<file path="src/rtl/seq_det_param_if.sv">
// Bus bundle for the serial sequence detector: stream, configuration and result signals.
interface seq_det_param_if #(
    parameter int unsigned LEN   = 3,
    parameter int unsigned CNT_W = 8
);
    logic             inp;
    logic             inp_vld;
    logic             cfg_load;
    logic [LEN-1:0]   cfg_pat;
    logic             cnt_clr;
    logic             det;
    logic [CNT_W-1:0] match_cnt;
    logic [LEN-1:0]   pat;

    // Driver side: the stream source / configuration master.
    modport master (
        output inp, inp_vld, cfg_load, cfg_pat, cnt_clr,
        input  det, match_cnt, pat
    );

    // Detector side.
    modport slave (
        input  inp, inp_vld, cfg_load, cfg_pat, cnt_clr,
        output det, match_cnt, pat
    );
endinterface

</file>
<file path="src/rtl/seq_det_param.sv">
// Serial sequence detector: matches a 1-bit stream against a run-time programmable
// LEN-bit pattern (MSB received first), with Mealy/Moore output timing, overlapping
// or non-overlapping detection and a saturating match counter.
module seq_det_param #(
    parameter int unsigned    LEN     = 3,
    parameter logic [LEN-1:0] PATTERN = LEN'(3'b001),
    parameter bit             OVERLAP = 1'b1,
    parameter bit             MOORE   = 1'b0,
    parameter int unsigned    CNT_W   = 8
) (
    input logic            clk,
    input logic            rst,
    seq_det_param_if.slave bus
);
    localparam int unsigned      FILL_W    = $clog2(LEN + 1);
    localparam logic [FILL_W-1:0] FILL_FULL = FILL_W'(LEN);
    localparam logic [FILL_W-1:0] FILL_ARM  = FILL_W'(LEN - 1);
    localparam logic [CNT_W-1:0]  CNT_MAX   = '1;

    logic [LEN-1:0]    r_hist;
    logic [FILL_W-1:0] r_fill;
    logic [LEN-1:0]    r_pat;
    logic [CNT_W-1:0]  r_cnt;

    logic              w_beat;
    logic [LEN-1:0]    w_cand;
    logic              w_hit;

    // A configuration load swallows any beat presented in the same cycle.
    assign w_beat = bus.inp_vld & ~bus.cfg_load;
    assign w_cand = {r_hist[LEN-2:0], bus.inp};
    // Requiring LEN-1 held bits stops stale zero history from matching early.
    assign w_hit  = w_beat && (r_fill >= FILL_ARM) && (w_cand == r_pat);

    // Shift history and valid-bit fill level; cleared on load or a non-overlapping match.
    always_ff @(posedge clk or posedge rst) begin
        if (rst) begin
            r_hist <= '0;
            r_fill <= '0;
        end else if (bus.cfg_load) begin
            r_hist <= '0;
            r_fill <= '0;
        end else if (w_beat) begin
            if (w_hit && !OVERLAP) begin
                r_hist <= '0;
                r_fill <= '0;
            end else begin
                r_hist <= w_cand;
                r_fill <= (r_fill == FILL_FULL) ? r_fill : r_fill + FILL_W'(1);
            end
        end
    end

    // Programmable pattern register.
    always_ff @(posedge clk or posedge rst) begin
        if (rst) begin
            r_pat <= PATTERN;
        end else if (bus.cfg_load) begin
            r_pat <= bus.cfg_pat;
        end
    end

    // Saturating match counter; a clear coinciding with a hit counts that hit.
    always_ff @(posedge clk or posedge rst) begin
        if (rst) begin
            r_cnt <= '0;
        end else if (w_hit) begin
            if (bus.cnt_clr) begin
                r_cnt <= CNT_W'(1);
            end else if (r_cnt != CNT_MAX) begin
                r_cnt <= r_cnt + CNT_W'(1);
            end
        end else if (bus.cnt_clr) begin
            r_cnt <= '0;
        end
    end

    generate
        if (MOORE) begin : g_moore
            logic r_det_q;

            // Registered detect pulse, one cycle after the final pattern bit.
            always_ff @(posedge clk or posedge rst) begin
                if (rst) begin
                    r_det_q <= 1'b0;
                end else begin
                    r_det_q <= w_hit;
                end
            end

            assign bus.det = r_det_q;
        end else begin : g_mealy
            // Combinational detect in the cycle of the final pattern bit.
            assign bus.det = w_hit & ~rst;
        end
    endgenerate

    assign bus.match_cnt = r_cnt;
    assign bus.pat       = r_pat;

endmodule

</file>
<file path="src/flat_wrapper.sv">
// flat-port wrapper written by rule: the top's interface ports become plain ports
module seq_det_param_flat 
#(
    parameter int unsigned    LEN     = 3,
    parameter logic [LEN-1:0] PATTERN = LEN'(3'b001),
    parameter bit             OVERLAP = 1'b1,
    parameter bit             MOORE   = 1'b0,
    parameter int unsigned    CNT_W   = 8
)
  (clk, rst, bus_inp, bus_inp_vld, bus_cfg_load, bus_cfg_pat, bus_cnt_clr, bus_det, bus_match_cnt, bus_pat);
  seq_det_param_if #(.LEN(LEN), .CNT_W(CNT_W)) bus_i ();
  input logic clk;
  input logic rst;
  input wire logic [$bits(bus_i.inp)-1:0] bus_inp;
  input wire logic [$bits(bus_i.inp_vld)-1:0] bus_inp_vld;
  input wire logic [$bits(bus_i.cfg_load)-1:0] bus_cfg_load;
  input wire logic [$bits(bus_i.cfg_pat)-1:0] bus_cfg_pat;
  input wire logic [$bits(bus_i.cnt_clr)-1:0] bus_cnt_clr;
  output wire logic [$bits(bus_i.det)-1:0] bus_det;
  output wire logic [$bits(bus_i.match_cnt)-1:0] bus_match_cnt;
  output wire logic [$bits(bus_i.pat)-1:0] bus_pat;
  assign bus_i.inp = bus_inp;
  assign bus_i.inp_vld = bus_inp_vld;
  assign bus_i.cfg_load = bus_cfg_load;
  assign bus_i.cfg_pat = bus_cfg_pat;
  assign bus_i.cnt_clr = bus_cnt_clr;
  assign bus_det = bus_i.det;
  assign bus_match_cnt = bus_i.match_cnt;
  assign bus_pat = bus_i.pat;
  seq_det_param #(.LEN(LEN), .PATTERN(PATTERN), .OVERLAP(OVERLAP), .MOORE(MOORE), .CNT_W(CNT_W)) u_core (.clk(clk), .rst(rst), .bus(bus_i));
endmodule
</file>
<file path="config.mk">
export PLATFORM = sky130hd
export DESIGN_NAME = seq_det_param_flat
export DESIGN_NICKNAME = d
export VERILOG_FILES = /design/src/rtl/seq_det_param_if.sv /design/src/rtl/seq_det_param.sv /design/src/flat_wrapper.sv
export SDC_FILE = /design/constraint.sdc
export NUM_CORES = 1
export LEC_CHECK = 0
export ABC_CLOCK_PERIOD_IN_PS = 2300
export CELL_PAD_IN_SITES_DETAIL_PLACEMENT = 0
export CELL_PAD_IN_SITES_GLOBAL_PLACEMENT = 1
export CORE_MARGIN = 3
export CORE_UTILIZATION = 38
export CTS_BUF_LIST = sky130_fd_sc_hd__clkbuf_8
export DETAILED_ROUTE_END_ITERATION = 12
export GPL_ROUTABILITY_DRIVEN = 0
export PLACE_DENSITY_LB_ADDON = 0.1
export SLEW_MARGIN = 25
export SYNTH_ARGS = -nofsm -noshare
export SYNTH_HDL_FRONTEND = slang
export SYNTH_SLANG_ARGS = --single-unit
</file>
<file path="constraint.sdc">
create_clock -name clk -period 2.3 [get_ports clk]
set_input_delay 0.345 -clock clk [delete_from_list [all_inputs] [get_ports clk]]
set_output_delay 0.345 -clock clk [all_outputs]
set_load 0.05 [all_outputs]
</file>
# Word level (Yosys, flattened, before mapping)
# Cells that the tools add are included.
dict set report op_classes {
  muxes 9
  bitwise 4
  n_reduce_logical 7
  addsub 2
  n_eq_ne 4
  n_lt_le_gt_ge 1
}
# op count
set ops {}
lappend ops {{8-bit two-way mux} 4}
lappend ops {{2-bit two-way mux} 5}
lappend ops {{8-bit by 1-bit adder with 8-bit output (second input constant)} 1}
lappend ops {{8-bit inequality test (second input constant)} 1}
lappend ops {{2-bit nonzero test} 3}
lappend ops {{2-bit AND reduction} 2}
lappend ops {{3-bit == test} 1}
lappend ops {{2-bit by 1-bit adder with 2-bit output (second input constant)} 1}
lappend ops {{1-bit bitwise AND} 2}
lappend ops {{2-bit == test (second input constant)} 1}
lappend ops {{2-bit greater-or-equal comparator (second input constant)} 1}
lappend ops {{1-bit logical AND} 2}
lappend ops {{2-bit inequality test (second input constant)} 1}
lappend ops {{1-bit NOT} 2}
dict set report word_totals {
  inputBits 9
  wordCells 31
  reg_bits 15
}

# Longest topological paths before layout
# Gate-level depths: netlist of run 1.
dict set report logic_depth {
  depth_word 6
  depth_mapped 7
  depth_no_buf 6
}

# Worst setup path before layout of run 1
# Ideal clock, no wire load.
dict set report synth_timing {
  path_kind {register to output}
  from {register u_core.r_pat[0], in the netlist u_core.bus.pat[0]}
  to {output port bus_det}
  path_buffers 1
  setup_slack_ps -159
  arrival_time_ps 2114
  path_stages_with_launch 5
  t_required_ps 1955
  cell_sequence {dfstp_2 > xor2_1 > or4_4 > buf_6 > nor2_1}
}
dict set report synth_via {
  elab_chain_cells 3
}
# element line
set synth_lines {}
lappend synth_lines {{start: declaration} seq_det_param.sv:22} ;# logic [LEN-1:0] r_pat;
lappend synth_lines {{start signal: assignment} seq_det_param.sv:59} ;# r_pat <= bus.cfg_pat;
lappend synth_lines {{3-bit == test} seq_det_param.sv:33} ;# assign w_hit = w_beat && (r_fill >= FILL_ARM) && (w_cand == r_pat);
lappend synth_lines {{1-bit logical AND} seq_det_param.sv:33}
lappend synth_lines {{1-bit bitwise AND} seq_det_param.sv:94} ;# assign bus.det = w_hit & ~rst;
lappend synth_lines {{end: declaration} flat_wrapper.sv:19} ;# output wire logic [$bits(bus_i.det)-1:0] bus_det;
# Every way passes these cells.

# Worst setup path in the final report of run 1
dict set report layout_timing {
  from {input port bus_inp}
  to {output port bus_det}
}
dict set report layout_via {
  elab_chain_cells 3
}
# element line
set layout_lines {}
lappend layout_lines {{start: declaration} flat_wrapper.sv:14} ;# input wire logic [$bits(bus_i.inp)-1:0] bus_inp;
lappend layout_lines {{3-bit == test} seq_det_param.sv:33}
lappend layout_lines {{1-bit logical AND} seq_det_param.sv:33}
lappend layout_lines {{1-bit bitwise AND} seq_det_param.sv:94}
# Every way passes these cells.

==> qor.csv, run 1 <==
stage;metric;value;unit
finish;fin_nets;121;
clock_tree;clk_latency;0.25;ns
drt;drtAntennaViolNets;0;
drt;drt-total-wl;1780;um
worst_setup_path;critPathKind;input pin to output port;
clock_tree;cts-root-buf;clkbuf_8;
global_routing;grt_pass1_wl;3060;um
global_routing;overflow;0;
logic_synthesis;ys_seq_area_share;45.7;%
flow_run;max-cap-violations;0;
worst_setup_path;path_cells;clkdlybuf4s50_1 > xor2_1 > or4_4 > buf_4 > nor2_4 > buf_12;
sta;finalHoldViolCount;0;
drt;vias_per_cell;5.16;
placed_design;port_buffers;20;
logic_synthesis;ys.warnings.count;0;
worst_setup_path;slowest_stage;or4_4;
pwr;power_density;529;nW/um^2
global_routing;grt_pass1_vias;711;
placed_design;place_area;1090;um^2
finish;multiInputGateArea;408;um^2
drt;drc;0;
floorplan;io_pins;21;
worst_setup_path;critical_path_peak_fanout;6;
floorplan;die_w;52.5;um
sta;clock_skew;0.00483;ns
sta;maxSlewViolCount;0;
sta;finalSetupViolCount;0;
finish;n_fill_cell;188;
finish;syn_to_final_growth;38.3;%
finish;finalInstanceArea;1140;um^2
clock_tree;cts_setup_buffers;0;
sta;fin_crit;2.24;ns
clock_tree;cts_buffers;3;
pwr;ir_worst_vdd;0.000366;V
floorplan;die_height;52.5;um
finish;fin_util;56.9;%
run_status;status;completed;
placed_design;place_inst;131;
clock_tree;cts_max_level;1;
logic_synthesis;synthesis.area;823;um^2
sta;max_freq;446;MHz
clock_tree;cts_tree;yes;
floorplan;initial_core_util;41.1;%
global_routing;track_usage;15.6;%
drt;first_iter_violations;8;
hold_path;whs_path_depth;1;
global_routing;antenna_found_initial;0;
floorplan;dieArea;2760;um^2
worst_setup_path;rrSetupSlack;0.30;ns
sta;finalCritPeriodShare;97.5;%
clock_tree;ctsHoldBuffers;0;
worst_setup_path;cp.arrival;1.90;ns
floorplan;core-area;2000;um^2
finish;drive_above_1_share;16.7;%
sta;hold_ws;0.505;ns
finish;regArea;377;um^2
worst_setup_path;cp-end-kind;output port;
worst_setup_path;cp.required;1.96;ns
worst_setup_path;slowest_delay;0.55;ns
finish;final_cells;135;
hold_path;hold_path.class;flop to flop;
logic_synthesis;synthCells;81;
worst_setup_path;startpoint_type;input pin;
sta;maxSlewHeadroom;60.5;%
sta;worstMarginPinSlew;0.592;ns
logic_synthesis;ys_seq_elements;15;
clock_tree;cts.clk_slew.worst_paths;0.06;ns
logic_synthesis;mappedNetlistNets;93;
drt;routedWlPerCell;13.2;um
pwr;p_leak;0.476;nW
logic_synthesis;syn_avg_cell_area;10.2;um^2
worst_setup_path;worstRegToRegCells;4;
clock_tree;clockBufferDepth;2;
logic_synthesis;ys_types;30;
finish;diodes;0;
clock_tree;clkSinkCount;15;
placed_design;dp_hpwl;1330;um
global_routing;grt_max_degree;16;
floorplan;row_count;16;
pwr;total_power;0.000603;W
drt;drtPass1Iterations;4;
drt;routed-via-count;697;
[layout by cell type (no fill, tap or decap), drive strengths merged, types with 2 or more instances in the layout]
cell	count
a211oi	2
a21oi	5
nor3	2
ha	3
mux2	4
nor2b	3
or3	2
o31ai	2
buf	7
nand3	4
nor2	8
mux2i	2
or4	3
nor4	3
dfrtp	14
xor2	3
o21ai	2
inv	5
nand2	4
clkbuf	3
clkdlybuf4s50	19
[layer usage]
layer / routed length [um] / global-route usage (%) / vias up
met5: 0 / 0 / -
met4: 53 / 10.2 / 0
met3: 71 / 3.42 / 5
met2: 796 / 23.3 / 17
met1: 860 / 19.9 / 328
li1: - / - / 347
[power breakdown]
part	internal [W]	leakage (nW)	switching, W
clock network	0.000118	0.0269	0.0000962
registers	0.000277	0.199	0.0000120
logic	0.0000449	0.250	0.0000545
total	0.000440	0.476	0.000163
[kinds of logic after synthesis]
family                   Yosys count  share of synthesized area, %
flip-flops                        15                          45.7
adder cells (fa/ha/maj)            3                          4.56
AO/OA/AOI/OAI                     16                          13.5
buffers and inverters              8                          5.62
multiplexers                       6                          7.90
AND/OR/NAND/NOR                   29                          18.4
XOR/XNOR                           4                          4.26
[layout make-up]
class	count	share of cell area, %
clock buffers	3	3.63
well taps	27	2.97
repair buffers	26	22.4
inverters	5	1.76
multi-input cells	58	35.8
flip-flops and latches	15	33.1
clock inverters	1	0.330
[state kept, by name, indices dropped and copies added, names as in the netlist]
signal	count
u_core.bus.match_cnt	8
u_core.bus.pat	3
u_core.r_fill	2
u_core.r_hist	2
[final timing paths]
| path | from | to |
|---|---|---|
| worst max-delay path | bus_inp | bus_det |
| worst min-delay path | u_core.bus.match_cnt[4] | u_core.bus.match_cnt[4] |
| worst max register to register | u_core.bus.pat[0] | u_core.bus.match_cnt[5] |
| worst min register to register | u_core.bus.match_cnt[4] | u_core.bus.match_cnt[4] |
| max in group asynchronous | rst | u_core.bus.pat[2] |
| min in group asynchronous | rst | u_core.bus.match_cnt[7] |
[cells in the mapped netlist (all sizes together)]
master  count  area (um^2)
dfrtp      14          350
nor2        8         30.0
a21oi       5         25.0
inv         4         15.0
mux2        4         45.0
nand2       4         15.0
nand3       4         20.0
ha          3         37.5
nor2b       3         18.8
nor4        3         18.8
or4         3         26.3
xor2        3         26.3
a211oi      2         15.0
buf         2         22.5
mux2i       2         20.0
nor3        2         10.0
o21ai       2         10.0
o31ai       2         15.0
or3         2         12.5
a31oi       1         6.26
a41o        1         10.0
clkbuf      1         3.75
clkinv      1         5.00
dfstp       1         26.3
o211ai      1         12.5
o311ai      1         8.76
o41ai       1         8.76
xnor2       1         8.76
[worst max-delay path: cells and delay by family]
family	cells	cell delay, ns
and+or+nand+nor	2	0.64
xor gates and xnor gates	1	0.16
buffers and inverters	3	0.74
[what timing repair did]
| action | in CTS | in global routing |
|---|---|---|
| cloned | 0 | 0 |
| endpoints found under the setup margin | 1 | 1 |
| resized for setup | 0 | 1 |
| hold endpoints to repair | 0 | 0 |
| pin swaps | 1 | 1 |
[metrics by stage]
| stage | setup WS [ns] | setup TNS, ns |
|---|---|---|
| after floorplan | 0.0762 | 0 |
| after global placement | -0.00263 | -0.00263 |
| after detailed placement | -0.0489 | -0.0742 |
| after CTS | 0.0202 | 0 |
| after global routing | -0.00605 | -0.00605 |
| final | 0.0572 | 0 |
Power figures use the tool's default switching activity.
==> inputs of run 2 (changes only) <==
--- a/config.mk
+++ b/config.mk
@@ -11,6 +11,7 @@
 export CORE_MARGIN = 3
 export CORE_UTILIZATION = 38
 export CTS_BUF_LIST = sky130_fd_sc_hd__clkbuf_8
+export CTS_CLUSTER_DIAMETER = 60
 export DETAILED_ROUTE_END_ITERATION = 12
 export GPL_ROUTABILITY_DRIVEN = 0
 export PLACE_DENSITY_LB_ADDON = 0.1
==> results of run 2 <==
Final layout, timing and power as in run 1 (identical DEF).
